**src/rtl/mem_port_arbiter.sv**
```systemverilog
// Shares one single-ported memory between instruction fetch and data load/store, one read outstanding.
// Optional build macro DATA_PRIORITY_EN: on a tie the data port always wins (default is round-robin).
module mem_port_arbiter #(
  parameter int MEM_LATENCY = 2,
  parameter int ADDR_W      = 32
) (
  input  logic              clk,
  input  logic              reset,
  input  logic              i_req,
  input  logic [ADDR_W-1:0] i_addr,
  output logic              i_gnt,
  output logic              i_rvalid,
  output logic [31:0]       i_rdata,
  input  logic              d_req,
  input  logic              d_we,
  input  logic [ADDR_W-1:0] d_addr,
  input  logic [31:0]       d_wdata,
  output logic              d_gnt,
  output logic              d_rvalid,
  output logic [31:0]       d_rdata,
  output logic              mem_req,
  output logic              mem_we,
  output logic [ADDR_W-1:0] mem_addr,
  output logic [31:0]       mem_wdata,
  input  logic              mem_ready,
  input  logic [31:0]       mem_rdata
);

  typedef enum logic {IDLE, RD_WAIT} state_t;

  localparam logic [2:0] LAT_INIT = 3'(MEM_LATENCY);

  state_t     state_q, state_d;
  logic [2:0] lat_q, lat_d;
  logic       last_d_q, last_d_d;   // 1: data port took the most recent grant
  logic       owner_d_q, owner_d_d; // 1: outstanding read belongs to the data port

  logic issue, resp, pick_i, pick_d, win, grant, rd_grant;

  always_comb begin
    issue = (state_q == IDLE) || (lat_q == 3'd1);
    resp  = (state_q == RD_WAIT) && (lat_q == 3'd1);

`ifdef DATA_PRIORITY_EN
    pick_i = i_req && !d_req;
`else
    pick_i = i_req && (!d_req || last_d_q);
`endif
    pick_d   = d_req && !pick_i;
    win      = issue && (pick_i || pick_d);
    grant    = win && mem_ready;
    rd_grant = grant && (pick_i || !d_we);

    // Outputs are forced low while reset is held, even though they are combinational.
    mem_req   = reset && win;
    mem_we    = reset && win && pick_d && d_we;
    mem_addr  = '0;
    mem_wdata = '0;
    if (reset && win) begin
      mem_addr  = pick_d ? d_addr : i_addr;
      mem_wdata = (pick_d && d_we) ? d_wdata : 32'd0;
    end

    i_gnt    = reset && grant && pick_i;
    d_gnt    = reset && grant && pick_d;
    i_rvalid = reset && resp && !owner_d_q;
    d_rvalid = reset && resp && owner_d_q;
    i_rdata  = i_rvalid ? mem_rdata : 32'd0;
    d_rdata  = d_rvalid ? mem_rdata : 32'd0;
  end

  always_comb begin
    state_d   = state_q;
    lat_d     = lat_q;
    last_d_d  = last_d_q;
    owner_d_d = owner_d_q;

    if (state_q == RD_WAIT) begin
      lat_d = lat_q - 3'd1;
      if (lat_q == 3'd1) begin
        state_d = IDLE;
        lat_d   = 3'd0;
      end
    end

    // A read accepted in the response cycle reloads the counter (overlapped issue).
    if (rd_grant) begin
      state_d   = RD_WAIT;
      lat_d     = LAT_INIT;
      owner_d_d = pick_d;
    end

    if (grant) begin
      last_d_d = pick_d;
    end
  end

  always_ff @(posedge clk or negedge reset) begin
    if (!reset) begin
      state_q   <= IDLE;
      lat_q     <= 3'd0;
      last_d_q  <= 1'b1;
      owner_d_q <= 1'b0;
    end else begin
      state_q   <= state_d;
      lat_q     <= lat_d;
      last_d_q  <= last_d_d;
      owner_d_q <= owner_d_d;
    end
  end

endmodule

```
**config.mk**
```make
export PLATFORM = sky130hd
export DESIGN_NAME = mem_port_arbiter
export DESIGN_NICKNAME = d
export VERILOG_FILES = /design/src/rtl/mem_port_arbiter.sv
export SDC_FILE = /design/constraint.sdc
export NUM_CORES = 1
export LEC_CHECK = 0
export ABC_CLOCK_PERIOD_IN_PS = 1700
export BUFFER_PORTS_ARGS = -buffer_cell sky130_fd_sc_hd__buf_2
export CORE_AREA = 4 4 101 103
export CTS_BUF_LIST = sky130_fd_sc_hd__clkbuf_4
export DETAILED_ROUTE_END_ITERATION = 10
export DIE_AREA = 0 0 105 107
export SYNTH_ARGS = -nofsm -noshare
export SYNTH_HDL_FRONTEND = slang
export SYNTH_SLANG_ARGS = --single-unit
```
**constraint.sdc**
```tcl
create_clock -name clk -period 1.7 [get_ports clk]
set_input_delay 0 -clock clk [delete_from_list [all_inputs] [get_ports clk]]
set_output_delay 0 -clock clk [all_outputs]
set_load 0.03 [all_outputs]
```
==> metrics.md <==
| Metric | Value |
|---|---|
| Design internal power | `1310 uW` |
| Net count after synthesis | `391` |
| DIE WIDTH | `105 um` |
| Worst Tran Pin Value | `564 ps` |
| Clock root buffer master | `clkbuf_4` |
| Net switching power | `1450 uW` |
| Violations in the final reports | `setup timing` |
| Final antenna-violating net count | `0` |
| Total half-perimeter wirelength after legalization and detailed placement | `7.12 mm` |
| Commonest non-fill, non-tap cells in the layout | `201 x buf_2, 71 x nand2_1, 64 x and2_1` |
| Avg WL per Cell | `14.8 um` |
| First-pass GRT wire length | `12.9 mm` |
| Die H | `107 um` |
| CTS tree | `done` |
| Status | `complete, but fails checks` |
| Number of antenna violations at the first check in global routing | `0` |
| Fmax | `559 MHz` |
| Slew margin rel. | `62.0%` |
| Category of the critical setup timing path | `flop to output pin` |
| Slew Viols, Final | `0` |
| Design area | `3840 um^2` |
| Via Count | `2734` |
| Number of hold violations in the final report | `0` |
| Vias in the first global route | `2527` |
| Final net count | `664` |
| Required time at the worst-slack endpoint | `1700 ps` |
| CTS H-tree lvls | `1` |
| Number of top-level pins | `268` |
| Critical path fanouts, max | `8` |
| Tot GR Track Use | `13.9%` |
| Cell taking the most area after synthesis | `and2_1` |
| Fraction of the yosys area taken by sequential cells | `10.1%` |
| Area added between synthesis and finish | `157%` |
| Clock transition at path regs | `50 ps` |
| Count of routing violations after the opening detailed-route iteration | `123` |
| Number of library cell types mapped by synthesis | `25` |
| Fraction of the cycle the final worst path needs | `105%` |
| Synth Register Bits | `6` |
| Most frequent standard cell in the layout excluding fill and tap cells | `buf_2` |
| Fraction of final layout cells sized beyond drive strength 1 | `67.0%` |
| Final worst hold slack | `73.0 ps` |
| Reg power frac | `10.7%` |
| Placeable Area | `9200 um^2` |
| Cell-by-cell listing of the critical path | `inv_2 -> ha_4 -> nand2b_4 -> a21o_1 -> nor2_4 -> buf_12 -> clkbuf_16 -> and2_4 -> buf_6` |
| Setup repair after global routing missed its margin | `yes` |
| Worst vdd rail ir drop | `0.240 mV` |
| Count of mapped cells out of synthesis | `255` |
| Longest individual stage delay on the worst path | `360 ps` |
| DP Area | `3000 um^2` |
| Number of design rule violations left after detail routing | `0` |
| Average cell area after synthesis | `5.86 um^2` |
| Kind of start point of the critical path | `flop` |
| Max-cap check violation count | `0` |
| Cell count after placement | `623` |
| Element type at the critical path end | `output pin` |
| Final critical-path required period | `1790 ps` |
| Clock sink total | `6` |
| ANT cells | `0` |
| Starting density of the core | `16.2%` |
| Remaining global-route overflow | `0` |
| Kind of path behind the tightest hold check | `input port to flop` |
| Design Power | `2760 uW` |
| Number of buffers created by CTS | `3` |
| Yosys top cell area share | `40.2%` |
| Worst-case setup margin in the final layout | `-88.5 ps` |
| Post-route non-filler standard cell count | `638` |
| Post-Route WL | `9.45 mm` |
| Post-synthesis instance area | `1490 um^2` |
| Critical path arrival | `1790 ps` |
| Cell type of the slowest stage on the worst timing path | `dfrtp_1` |
| Clock share of power | `5.9%` |
| Routed vias/inst | `4.29` |
| Power per Cell Area | `719 nW/um^2` |
| Count of final setup violators | `58` |
| Largest cells by area after synthesis | `and2_1 40%, nand2_1 18%, a21oi_1 11%` |
| Clock network latency to the later pin of the worst-skew pair | `250 ps` |
| Final weighted congestion of routability-driven global placement | `0.876` |
| Fraction of power spent switching nets | `52.6%` |
| Largest net degree at the start of global routing | `34` |
| Maximum root-to-sink buffer count | `2` |
| Ys Warns | `0` |
| Standard-cell rows | `35` |
| Leakage power of the design | `0.00218 uW` |
| Part of the total power dissipated in combinational logic | `83.4%` |
| Port-buffer cells | `267` |
| Overall die area | `11200 um^2` |
| DR pass1 iterations | `4` |
| Layout Skew | `1.27 ps` |
==> state kept, by name, indices dropped and copies added (netlist names) <==
name and count:
state_q 1, last_d_q 1, lat_q 3, owner_d_q 1
==> through the flow <==
step	worst slack, ps	TNS [ps]	utilization [%]
final	-88.5	-2690	41.8
after global routing	-186	-15300	41.8
after global placement	87.6	0	32.6
after detailed placement	77.5	0	32.6
after CTS	-54.7	-2040	37.9
after floorplan	-25.8	-253	-
==> metal layers <==
metal / share of wire [%] / GRT usage [%]
met2: 56 / 26.6
met3: 5.5 / 3.07
met4: 0.40 / 2.34
met1: 38 / 16.0
met5: 0 / 0
==> synth_stat cells <==
cell type   n
a21boi_2    2
o31ai_1     1
mux2_2      1
inv_1       6
buf_4       3
nand3_1     1
a21oi_1    34
o21ai_0     3
nor2_4      1
mux2i_1     1
dfstp_2     1
nand2b_4    1
o221ai_1    1
buf_2       7
a21bo_2     1
and3_1      1
and2_1     96
ha_1        2
clkbuf_1   10
nor2_1      1
nor3_1      2
dfrtp_1     5
nor3_2      2
nand2_1    71
a21o_1      1
==> area by class of cell <==
class	instances	area, um^2
Tap cell	111	139
Inverter	6	22.5
Sequential cell	6	151
Timing Repair Buffer	288	2020
Multi-Input combinational cell	223	1480
Fill cell	947	5350
Clock buffer	4	30.0
==> critical path: cells and delay by family, from the launching register on <==
kind                     cells  cell delay, ps
AO/OA/AOI/OAI                1             200
adder cells (fa/ha/maj)      1             140
buffers and inverters        4             460
flip-flops                   1             360
AND/OR/NAND/NOR              3             370
==> final timing paths <==
path | cells past startpoint | slack (ps) | start | endpoint
max in group asynchronous | 3 | 1140 | reset | last_d_q
max | 9 | -90 | lat_q[1] | mem_wdata[28]
min in group asynchronous | 3 | 290 | reset | lat_q[2]
min reg2reg | 2 | 560 | lat_q[2] | lat_q[2]
min | 3 | 70 | d_we | lat_q[2]
max reg2reg | 7 | 130 | lat_q[1] | owner_d_q
==> power groups by stage <==
stage          logic [uW]  clock network (uW)  registers [uW]
2_1_floorplan        1180                   0             257
3_3_place_gp         1710                   0             289
3_5_place_dp         1740                   0             290
4_1_cts              2020                 169             296
5_1_grt              2450                 187             306
6_report             2300                 163             296
==> timing repair <==
item	CTS	global route
hold buffers	1	0
gates cloned	1	3
pin swaps	2	11
setup buffers	4	2
hold endpoints to repair	6	0
gates resized for setup	127	66
endpoints found under the setup margin	133	132
==> kinds of logic (layout without fill, tap and decap cells) <==
family          Yosys count  in the layout  share of synthesized area (%)
flops                     6              6                           10.1
buf+inv                  26            298                           7.87
simple gates            176            176                           62.7
fa+ha+maj                 2              2                           1.67
compound gates           43             43                           16.2
mux                       2              2                           1.42
(Power assumes the default switching activity.)
